## config.mk

```make
export PLATFORM = sky130hd
export DESIGN_NAME = axis_video_sync_fifo_flat
export DESIGN_NICKNAME = d
export VERILOG_FILES = /design/src/rtl/axis_video_sync_fifo_pkg.sv /design/src/rtl/axis_video_sync_fifo_if.sv /design/src/rtl/axis_video_sync_fifo_sync_fifo_fwft.sv /design/src/rtl/axis_video_sync_fifo.sv /design/src/flat_wrapper.sv
export SDC_FILE = /design/constraint.sdc
export NUM_CORES = 1
export LEC_CHECK = 0
export CAP_MARGIN = 10
export CORE_ASPECT_RATIO = 0.5
export CORE_MARGIN = 4
export CORE_UTILIZATION = 55
export CTS_BUF_LIST = sky130_fd_sc_hd__clkbuf_16
export CTS_CLUSTER_DIAMETER = 30
export CTS_CLUSTER_SIZE = 25
export DETAILED_ROUTE_END_ITERATION = 8
export GPL_TIMING_DRIVEN = 1
export PLACE_DENSITY = 0.73
export SLEW_MARGIN = 20
export SYNTH_ARGS = -nofsm -noshare
export SYNTH_HDL_FRONTEND = slang
export SYNTH_SLANG_ARGS = --single-unit
```

## constraint.sdc

```tcl
create_clock -name aclk -period 4.2 [get_ports aclk]
set_clock_uncertainty 0.15 [all_clocks]
set_input_delay 0.84 -clock aclk [delete_from_list [all_inputs] [get_ports aclk]]
set_output_delay 0.84 -clock aclk [all_outputs]
set_load 0.01 [all_outputs]
```

## src/rtl/axis_video_sync_fifo_pkg.sv

```systemverilog
// Shared types and constants for the video width-trim FIFO slice.
package axis_video_pkg;

  typedef enum logic [0:0] {
    RESYNC = 1'b0,
    PASS   = 1'b1
  } state_e;

  localparam int unsigned OVF_CNT_W = 16;
  localparam int unsigned FRM_CNT_W = 16;

  // Occupancy needs one extra bit so that a full FIFO (level == DEPTH) is representable.
  function automatic int unsigned level_w(input int unsigned depth);
    return $clog2(depth) + 1;
  endfunction

endpackage

```

## src/rtl/axis_video_sync_fifo_if.sv

```systemverilog
// AXI4-Stream video beat bundle (tdata/tvalid/tready/tlast/tuser).
interface axis_video_sync_fifo_if #(
  parameter int unsigned W = 8
) ();

  logic [W-1:0] tdata;
  logic         tvalid;
  logic         tready;
  logic         tlast;
  logic         tuser;

  modport master (output tdata, output tvalid, output tlast, output tuser, input tready);
  modport slave  (input tdata, input tvalid, input tlast, input tuser, output tready);

endinterface

```

## src/rtl/axis_video_sync_fifo_sync_fifo_fwft.sv

```systemverilog
// First-word-fall-through FIFO: head word is visible one cycle after its write, no bypass.
module sync_fifo_fwft
  import axis_video_pkg::*;
#(
  parameter int unsigned WIDTH = 10,
  parameter int unsigned DEPTH = 64
) (
  input  logic                      aclk,
  input  logic                      aresetn,
  input  logic                      wr_en,
  input  logic [WIDTH-1:0]          din,
  output logic                      full,
  input  logic                      rd_en,
  output logic [WIDTH-1:0]          dout,
  output logic                      empty,
  output logic [level_w(DEPTH)-1:0] level
);

  localparam int unsigned AW = $clog2(DEPTH);
  localparam int unsigned LW = level_w(DEPTH);

  logic [WIDTH-1:0] r_mem [DEPTH];
  logic [AW-1:0]    r_wr_ptr;
  logic [AW-1:0]    r_rd_ptr;
  logic [LW-1:0]    r_level;
  logic             w_wr;
  logic             w_rd;

  assign full  = (r_level == LW'(DEPTH));
  assign empty = (r_level == '0);
  assign level = r_level;

  assign w_wr = wr_en && !full;
  assign w_rd = rd_en && !empty;

  // Idle output reads as zero so the reset-state data is defined without clearing the array.
  assign dout = empty ? '0 : r_mem[r_rd_ptr];

  always_ff @(posedge aclk) begin
    if (w_wr) begin
      r_mem[r_wr_ptr] <= din;
    end
  end

  // Pointers are log2(DEPTH) wide, so wrap-around at DEPTH is the natural overflow.
  always_ff @(posedge aclk or negedge aresetn) begin
    if (!aresetn) begin
      r_wr_ptr <= '0;
      r_rd_ptr <= '0;
      r_level  <= '0;
    end else begin
      if (w_wr) begin
        r_wr_ptr <= r_wr_ptr + AW'(1);
      end
      if (w_rd) begin
        r_rd_ptr <= r_rd_ptr + AW'(1);
      end
      case ({w_wr, w_rd})
        2'b10:   r_level <= r_level + LW'(1);
        2'b01:   r_level <= r_level - LW'(1);
        default: r_level <= r_level;
      endcase
    end
  end

endmodule

```

## src/rtl/axis_video_sync_fifo.sv

```systemverilog
// Video-input width-trim stage: keeps low OUT_W bits, buffers beats, resyncs to start-of-frame.
module axis_video_sync_fifo
  import axis_video_pkg::*;
#(
  parameter int unsigned IN_W         = 32,
  parameter int unsigned OUT_W        = 8,
  parameter int unsigned DEPTH        = 64,
  parameter bit          WAIT_SOF     = 1'b1,
  parameter bit          DROP_ON_FULL = 1'b1
) (
  input  logic                      aclk,
  input  logic                      aresetn,
  axis_video_sync_fifo_if.slave     s_axis,
  axis_video_sync_fifo_if.master    m_axis,
  output logic [level_w(DEPTH)-1:0] fifo_level,
  output logic [OVF_CNT_W-1:0]      overflow_count,
  output logic [FRM_CNT_W-1:0]      frame_count,
  output logic                      in_sync
);

  localparam int unsigned WORD_W    = OUT_W + 2;
  localparam state_e      RST_STATE = WAIT_SOF ? RESYNC : PASS;

  state_e                r_state;
  state_e                w_state_nxt;
  logic                  r_active;
  logic                  w_full;
  logic                  w_empty;
  logic                  w_accept;
  logic                  w_wr_en;
  logic                  w_drop;
  logic                  w_rd_en;
  logic [WORD_W-1:0]     w_din;
  logic [WORD_W-1:0]     w_dout;
  logic [OVF_CNT_W-1:0]  r_ovf_cnt;
  logic [FRM_CNT_W-1:0]  r_frm_cnt;
  logic                  w_unused_tdata;

  // Registered enable keeps tready low throughout reset, even when the FIFO reads not-full.
  always_ff @(posedge aclk or negedge aresetn) begin
    if (!aresetn) begin
      r_active <= 1'b0;
    end else begin
      r_active <= 1'b1;
    end
  end

  assign s_axis.tready  = r_active && (DROP_ON_FULL || !w_full);
  assign w_accept       = s_axis.tvalid && s_axis.tready;
  assign w_din          = {s_axis.tuser, s_axis.tlast, s_axis.tdata[OUT_W-1:0]};
  assign w_unused_tdata = ^s_axis.tdata;

  // Full is the registered occupancy: a beat meeting a full FIFO is dropped even if a read
  // frees a slot on the same edge.
  always_comb begin
    w_wr_en     = 1'b0;
    w_drop      = 1'b0;
    w_state_nxt = r_state;
    if (w_accept) begin
      case (r_state)
        RESYNC: begin
          if (s_axis.tuser) begin
            if (w_full) begin
              w_drop = 1'b1;
            end else begin
              w_wr_en     = 1'b1;
              w_state_nxt = PASS;
            end
          end
        end
        PASS: begin
          if (w_full) begin
            w_drop      = 1'b1;
            w_state_nxt = RESYNC;
          end else begin
            w_wr_en = 1'b1;
          end
        end
        default: w_state_nxt = RST_STATE;
      endcase
    end
  end

  always_ff @(posedge aclk or negedge aresetn) begin
    if (!aresetn) begin
      r_state <= RST_STATE;
    end else begin
      r_state <= w_state_nxt;
    end
  end

  sync_fifo_fwft #(
    .WIDTH (WORD_W),
    .DEPTH (DEPTH)
  ) u_fifo (
    .aclk    (aclk),
    .aresetn (aresetn),
    .wr_en   (w_wr_en),
    .din     (w_din),
    .full    (w_full),
    .rd_en   (w_rd_en),
    .dout    (w_dout),
    .empty   (w_empty),
    .level   (fifo_level)
  );

  assign m_axis.tvalid = !w_empty;
  assign m_axis.tdata  = w_dout[OUT_W-1:0];
  assign m_axis.tlast  = w_dout[OUT_W];
  assign m_axis.tuser  = w_dout[OUT_W+1];
  assign w_rd_en       = m_axis.tvalid && m_axis.tready;

  always_ff @(posedge aclk or negedge aresetn) begin
    if (!aresetn) begin
      r_ovf_cnt <= '0;
      r_frm_cnt <= '0;
    end else begin
      if (w_drop && (r_ovf_cnt != '1)) begin
        r_ovf_cnt <= r_ovf_cnt + OVF_CNT_W'(1);
      end
      if (w_rd_en && m_axis.tuser) begin
        r_frm_cnt <= r_frm_cnt + FRM_CNT_W'(1);
      end
    end
  end

  assign overflow_count = r_ovf_cnt;
  assign frame_count    = r_frm_cnt;
  assign in_sync        = (r_state == PASS);

endmodule

```

## src/flat_wrapper.sv

```systemverilog
// flat-port wrapper written by rule: the top's interface ports become plain ports
module axis_video_sync_fifo_flat import axis_video_pkg::*;
#(
  parameter int unsigned IN_W         = 32,
  parameter int unsigned OUT_W        = 8,
  parameter int unsigned DEPTH        = 64,
  parameter bit          WAIT_SOF     = 1'b1,
  parameter bit          DROP_ON_FULL = 1'b1
)
  (aclk, aresetn, fifo_level, overflow_count, frame_count, in_sync, s_axis_tdata, s_axis_tvalid, s_axis_tlast, s_axis_tuser, s_axis_tready, m_axis_tdata, m_axis_tvalid, m_axis_tlast, m_axis_tuser, m_axis_tready);
  axis_video_sync_fifo_if #(.W(IN_W)) s_axis_i ();
  axis_video_sync_fifo_if #(.W(OUT_W)) m_axis_i ();
  input  logic aclk;
  input  logic aresetn;
  output logic [level_w(DEPTH)-1:0] fifo_level;
  output logic [OVF_CNT_W-1:0] overflow_count;
  output logic [FRM_CNT_W-1:0] frame_count;
  output logic in_sync;
  input wire logic [$bits(s_axis_i.tdata)-1:0] s_axis_tdata;
  input wire logic [$bits(s_axis_i.tvalid)-1:0] s_axis_tvalid;
  input wire logic [$bits(s_axis_i.tlast)-1:0] s_axis_tlast;
  input wire logic [$bits(s_axis_i.tuser)-1:0] s_axis_tuser;
  output wire logic [$bits(s_axis_i.tready)-1:0] s_axis_tready;
  output wire logic [$bits(m_axis_i.tdata)-1:0] m_axis_tdata;
  output wire logic [$bits(m_axis_i.tvalid)-1:0] m_axis_tvalid;
  output wire logic [$bits(m_axis_i.tlast)-1:0] m_axis_tlast;
  output wire logic [$bits(m_axis_i.tuser)-1:0] m_axis_tuser;
  input wire logic [$bits(m_axis_i.tready)-1:0] m_axis_tready;
  assign s_axis_i.tdata = s_axis_tdata;
  assign s_axis_i.tvalid = s_axis_tvalid;
  assign s_axis_i.tlast = s_axis_tlast;
  assign s_axis_i.tuser = s_axis_tuser;
  assign s_axis_tready = s_axis_i.tready;
  assign m_axis_tdata = m_axis_i.tdata;
  assign m_axis_tvalid = m_axis_i.tvalid;
  assign m_axis_tlast = m_axis_i.tlast;
  assign m_axis_tuser = m_axis_i.tuser;
  assign m_axis_i.tready = m_axis_tready;
  axis_video_sync_fifo #(.IN_W(IN_W), .OUT_W(OUT_W), .DEPTH(DEPTH), .WAIT_SOF(WAIT_SOF), .DROP_ON_FULL(DROP_ON_FULL)) u_core (.aclk(aclk), .aresetn(aresetn), .s_axis(s_axis_i), .m_axis(m_axis_i), .fifo_level(fifo_level), .overflow_count(overflow_count), .frame_count(frame_count), .in_sync(in_sync));
endmodule
```

---- Word level (Yosys, flattened, before mapping) ----
Memories as Yosys holds them, arrays and structs flattened.
Cells that the tools add are included.
cells by class
  $add $sub $neg .......................... 6
  eq/ne operators ......................... 4
  mux-type cells .......................... 12
  bitwise operators ....................... 1
  reduce and logical (&&, ||, !) cells .... 10
operators by type and width
  cell                   number
  $add 16x1->16 const B  2
  $ne 16x16->1 const B   1
  $pmux 7 s2             1
  $add 6x1->6 const B    2
  $mux 10                1
  $mux 1                 8
  $add 7x1->7 const B    1
  $eq 7x7->1 const B     1
  $logic_not 7->1        1
  $sub 7x1->7 const B    1
  $logic_and 1x1->1      6
  $pmux 1 s2             2
  $eq 2x1->1 const B     1
  $eq 2x2->1 const B     1
  $logic_not 1->1        2
  $reduce_bool 2->1      1
  $not 1->1              1
word-level totals
  register bits after elaboration ......... 53
  RAM bits ................................ 640
  input port bits ......................... 38
  output and inout port bits .............. 52
  memories kept ........................... 1
memories
  name                 words  bits a word  read ports  clocked after memory_dff  write ports  line                                       source
  u_core.u_fifo.r_mem  64     10           1           0                         1            axis_video_sync_fifo_sync_fifo_fwft.sv:22  logic [WIDTH-1:0] r_mem [DEPTH];

---- Depth between registers and ports, before layout ----
  word-level depth ........................ 8
  gate-level depth with buffers ........... 15
  gate-level depth less buffers ........... 13

---- Cells and area by module ----
Synthesis repeated with hierarchy kept, for this count alone.
second synthesis, totals
  cells, all modules ...................... 1,389
  area, all modules ....................... 27,390.0 um^2
modules (own cells, without submodules)
  module                instances  cells each  area an instance (um^2)  seq. area each (um^2)
  sync_fifo_fwft        1          1,251       25,789.7                 19,693.9
  axis_video_sync_fifo  1          138         1,600.3                  850.8

---- Worst setup path after synthesis ----
OpenSTA, ideal clock, no wires.
  kind .................................... flip-flop to flip-flop
  start point ............................. register u_core.u_fifo.r_level[0], in the netlist u_core.u_fifo.level[0]
  end point ............................... register u_core.u_fifo.r_level[6], in the netlist u_core.u_fifo.level[6]
  setup time .............................. 0.079 ns
  arrival time ............................ 3.493 ns
  data required time ...................... 3.971 ns
  path slack .............................. 0.478 ns
  cell stages (with the launch flop) ...... 15
  buffers on the path ..................... 1
  cells stage by stage .................... dfrtp_1 > nor4_1 > nand3b_1 > nand2_1 > inv_1 > ha_1 > buf_1 > xor2_1 > ha_1 > and3b_1 > o21ai_0 > nand2_1 > or3_1 > a31oi_1 > xor2_1
on the way
  elaborated cells between the ends (all ways) .. 17
RTL lines
  element                                          line                                       source
  start: declaration                               axis_video_sync_fifo_sync_fifo_fwft.sv:25  logic [LW-1:0] r_level;
  start signal: assignment                         axis_video_sync_fifo_sync_fifo_fwft.sv:59  2'b10: r_level <= r_level + LW'(1);
  start signal: assignment                         axis_video_sync_fifo_sync_fifo_fwft.sv:60  2'b01: r_level <= r_level - LW'(1);
  start signal: assignment                         axis_video_sync_fifo_sync_fifo_fwft.sv:61  default: r_level <= r_level;
  $logic_not 7->1 (*)                              axis_video_sync_fifo_sync_fifo_fwft.sv:30  assign empty = (r_level == '0);
  $logic_not 1->1 (*)                              axis_video_sync_fifo.sv:107                assign m_axis.tvalid = !w_empty;
  net m_axis_tvalid                                flat_wrapper.sv:25                         output wire logic [$bits(m_axis_i.tvalid)-1:0] m_axis_tvalid;
  $logic_and 1x1->1                                axis_video_sync_fifo.sv:111                assign w_rd_en = m_axis.tvalid && m_axis.tready;
  $logic_and 1x1->1 (*)                            axis_video_sync_fifo_sync_fifo_fwft.sv:34  assign w_rd = rd_en && !empty;
  net u_core.u_fifo.w_rd                           axis_video_sync_fifo_sync_fifo_fwft.sv:27  logic w_rd;
  $eq 2x1->1 or $eq 2x2->1 (tied branches)         axis_video_sync_fifo_sync_fifo_fwft.sv:58  case ({w_wr, w_rd})
  $pmux 7 s2 or $reduce_bool 2->1 (tied branches)  --
Mark *: on every way through the listed nets, which the timed path passes. The rest lies on a longest branch.
A chain may end at the register's enable or synchronous reset.

---- Worst setup path after layout ----
  start point ............................. register u_core.u_fifo.r_rd_ptr[0]
  end point ............................... output port m_axis_tdata[4]
on the way
  word-level cells in the longest chain between the ends .. 2
ends and longest elaborated chain
  element                   line                                       source
  start: declaration        axis_video_sync_fifo_sync_fifo_fwft.sv:24  logic [AW-1:0] r_rd_ptr;
  start signal: assignment  axis_video_sync_fifo_sync_fifo_fwft.sv:56  r_rd_ptr <= r_rd_ptr + AW'(1);
  $mem_v2 64x10             --
  $mux 10                   axis_video_sync_fifo_sync_fifo_fwft.sv:37  assign dout = empty ? '0 : r_mem[r_rd_ptr];
  end: declaration          flat_wrapper.sv:24                         output wire logic [$bits(m_axis_i.tdata)-1:0] m_axis_tdata;
No other way between the ends.

==> summary.md <==
| Metric | Value |
|---|---|
| DRT iter0 DRCs | `1801` |
| DP Worst Slack | `0.172 ns` |
| Hold Crit Class | `input port to asynchronous set/reset pin` |
| Final standard cell utilization of the core | `0.679` |
| Share of cells above drive strength 1 | `0.336` |
| Critical Path RT | `3.21 ns` |
| TritonCTS clock tree | `yes` |
| Sequential Power Share | `0.354` |
| Leakage | `11.2 nW` |
| Slew Viols, Final | `0` |
| DP HPWL | `36300 µm` |
| Initial antenna violation count | `4` |
| Yosys cell types | `58` |
| Total global-route track usage | `0.251` |
| Max-cap viol count | `0` |
| Grt ovf | `0` |
| Clock Power Share | `0.350` |
| Global-route wire length before repair | `98400 µm` |
| Most frequent cell after synthesis | `edfxtp_1` |
| Final period utilization | `1.01` |
| Reg2Reg Depth | `13` |
| Core area | `48900 µm²` |
| # setup viols final | `8` |
| Die W | `323 µm` |
| Drt total wl | `66200 µm` |
| Final min period | `4.26 ns` |
| Wirelength per Cell | `29.4 µm` |
| CTS buffer count | `87` |
| Post-synthesis sequential area ratio | `0.751` |
| H-tree depth | `3` |
| Post-synthesis register bit count | `693` |
| Largest fanout on the critical path | `5` |
| Comb power frac | `0.296` |
| Layout fillers | `2841` |
| Drt drc | `0` |
| Vias in the first global route | `14600` |
| Ys async rst share | `0.0765` |
| Die area | `53600 µm²` |
| Failing checks | `negative setup slack` |
| Critical path class | `flop to output port` |
| Ys flop type | `edfxtp_1` |
| Netlist Area Pre-Place | `27300 µm²` |
| IO Count | `90` |
| Placer Congestion | `0.875` |
| Ant. Diodes | `0` |
| Headroom to the max-slew limit | `0.251` |
| Syn_area_per_cell | `21.2 µm²` |
| CTS root buffer | `clkbuf_16` |
| NumNets Final | `1574` |
| Post-synth top cells | `edfxtp_1, mux4_2, nor2_1, dfrtp_1, nand2_1` |
| Via count | `14500` |
| Final hold vios | `0` |
| Synth top area share | `0.703` |
| Via/cell ratio | `6.42` |
| Setup WS post-layout | `-0.0598 ns` |
| Pwr Total | `23.0 mW` |
| Switch Pwr | `6.92 mW` |
| PortBufs | `65` |
| Placed Instance Area | `29300 µm²` |
| Clk sink count | `693` |
| Clock Latency Late Sink | `0.63 ns` |
| Startpoint Class | `flop` |
| DRT antenna net count | `0` |
| Worst-Margin Slew | `1.12 ns` |
| Net Sw Frac | `0.301` |
| Final std cells w/o fill | `2253` |
| Die Height | `166 µm` |
| Data arrival, critical path | `3.27 ns` |
| Peak supply drop | `0.000351 V` |
| Largest net degree at the start of global routing | `66` |
| RSZ-0062 raised after global routing | `yes` |
| Power density cells | `692 nW/µm²` |
| Cells after Synth | `1292` |
| Clock slew at reported path FFs | `0.07 ns` |
| Post-Syn Nets | `1337` |
| Post-synth top area cell | `edfxtp_1` |
| Fmax | `235 MHz` |
| Placed insts | `2054` |
| Leading post-synthesis cells by cell area | `edfxtp_1, mux4_2, dfrtp_1, mux2i_1, nor2_1` |
| CP endpoint kind | `output port` |
| Starting density of the core | `0.560` |
| Number of flops mapped to enable cells by yosys | `640` |
| P_int | `16.0 mW` |
| Area grow syn2layout | `21.3%` |
| YS warnings | `0` |
| Pre-Repair DR Iteration Count | `5` |
| CTS Buffer Depth | `3` |
| Design Area, Final | `33200 µm²` |
| Status | `finished with violations` |
| Rows | `57` |
repair_timing:
action,4_1_cts,5_1_grt
cloned,7,0
hold endpoints to repair,0,0
buffers inserted,10,18
gates resized for setup,72,13
pin swaps,3,6
hold buffers,0,0
setup endpoints to repair,10,10
critical path, stage by stage (launching register included):
cell and delay (ns):
dfrtp_4 0.54, buf_12 0.17, buf_16 0.15, buf_12 0.14, mux4_2 0.46, mux4_2 0.56, mux2i_4 0.22, o22ai_1 0.14
clkdlybuf4s15_2 0.26
kinds of logic after synthesis:
logic type	count (synthesis)	share of synthesized area
buffers and inverters	67	0.0134
AO/OA/AOI/OAI	59	0.0156
flip-flops	693	0.751
multiplexers	224	0.168
XOR/XNOR	49	0.0157
other	1	0.000137
adder cells (fa/ha/maj)	7	0.00320
AND/OR/NAND/NOR	192	0.0327
path summary, 6_finish.rpt:
check / endpoint / slack (ns) / start
max in group asynchronous: u_core.overflow_count[13] / 2.95 / aresetn
min in group aclk: u_core.frame_count[15] / 0.33 / u_core.frame_count[15]
max reg2reg: u_core.u_fifo.level[6] / 0.27 / u_core.u_fifo.level[0]
min: u_core.u_fifo.r_rd_ptr[3] / 0.16 / aresetn
min reg2reg: u_core.frame_count[15] / 0.33 / u_core.frame_count[15]
max: m_axis_tdata[4] / -0.06 / u_core.u_fifo.r_rd_ptr[0]
sequential cells by signal, indices dropped and copies added (netlist names):
register and count:
u_core.in_sync 1, u_core.u_fifo.r_wr_ptr 6, u_core.s_axis.tready 1, u_core.u_fifo.r_rd_ptr 6, u_core.overflow_count 16, u_core.frame_count 16, u_core.u_fifo.level 7, u_core.u_fifo.r_mem 640
per-layer routing:
| metal | vias to the layer above | track usage | wire length [µm] |
|---|---|---|---|
| met5 | - | 0 | 35 |
| met2 | 937 | 0.370 | 30500 |
| li1 | 5852 | - | - |
| met1 | 7571 | 0.382 | 26100 |
| met3 | 105 | 0.0654 | 7940 |
| met4 | 6 | 0.0653 | 1490 |
stage by stage:
stage	TNS [ns]	hold slack (ns)
6_report	-0.275	0.156
5_1_grt	-0.835	0.210
4_1_cts	-0.105	0.155
3_5_place_dp	0	0.325
3_3_place_gp	0	0.311
2_1_floorplan	0	0.310
placed cells by master, fill, tap and decap left out, drive strengths merged, types with 8 or more instances in the layout:
cell type      instances
clkinv                21
edfxtp               640
o21ai                  8
xor2                  27
buf                  161
nand4                  8
mux4                 186
nand3                 15
nor2b                  9
clkbuf                89
a21oi                  8
nand2                 44
dfrtp                 53
bufinv                14
xnor2                 22
mux2i                 32
nor2                  80
clkinvlp              11
inv                   37
o22ai                  8
clkdlybuf4s50         44
layout make-up:
class,count,area [µm²],area share
Clock inverter,76,978,0.0295
Timing Repair Buffer,208,2040,0.0615
Multi-Input combinational cell,532,6550,0.197
Tap cell,649,812,0.0245
Clock buffer,88,2200,0.0664
Sequential cell,693,20600,0.620
Inverter,7,26.3,0.000792
power groups by stage:
stage | combinational (mW) | sequential (mW) | clock (mW)
3_5_place_dp | 5.81 | 8.25 | 0
2_1_floorplan | 3.87 | 8.03 | 0
6_report | 6.79 | 8.14 | 8.04
5_1_grt | 7.13 | 8.16 | 8.50
4_1_cts | 6.49 | 8.12 | 8.13
3_3_place_gp | 5.70 | 8.23 | 0
Note: power is estimated with default switching activity, not from simulation.
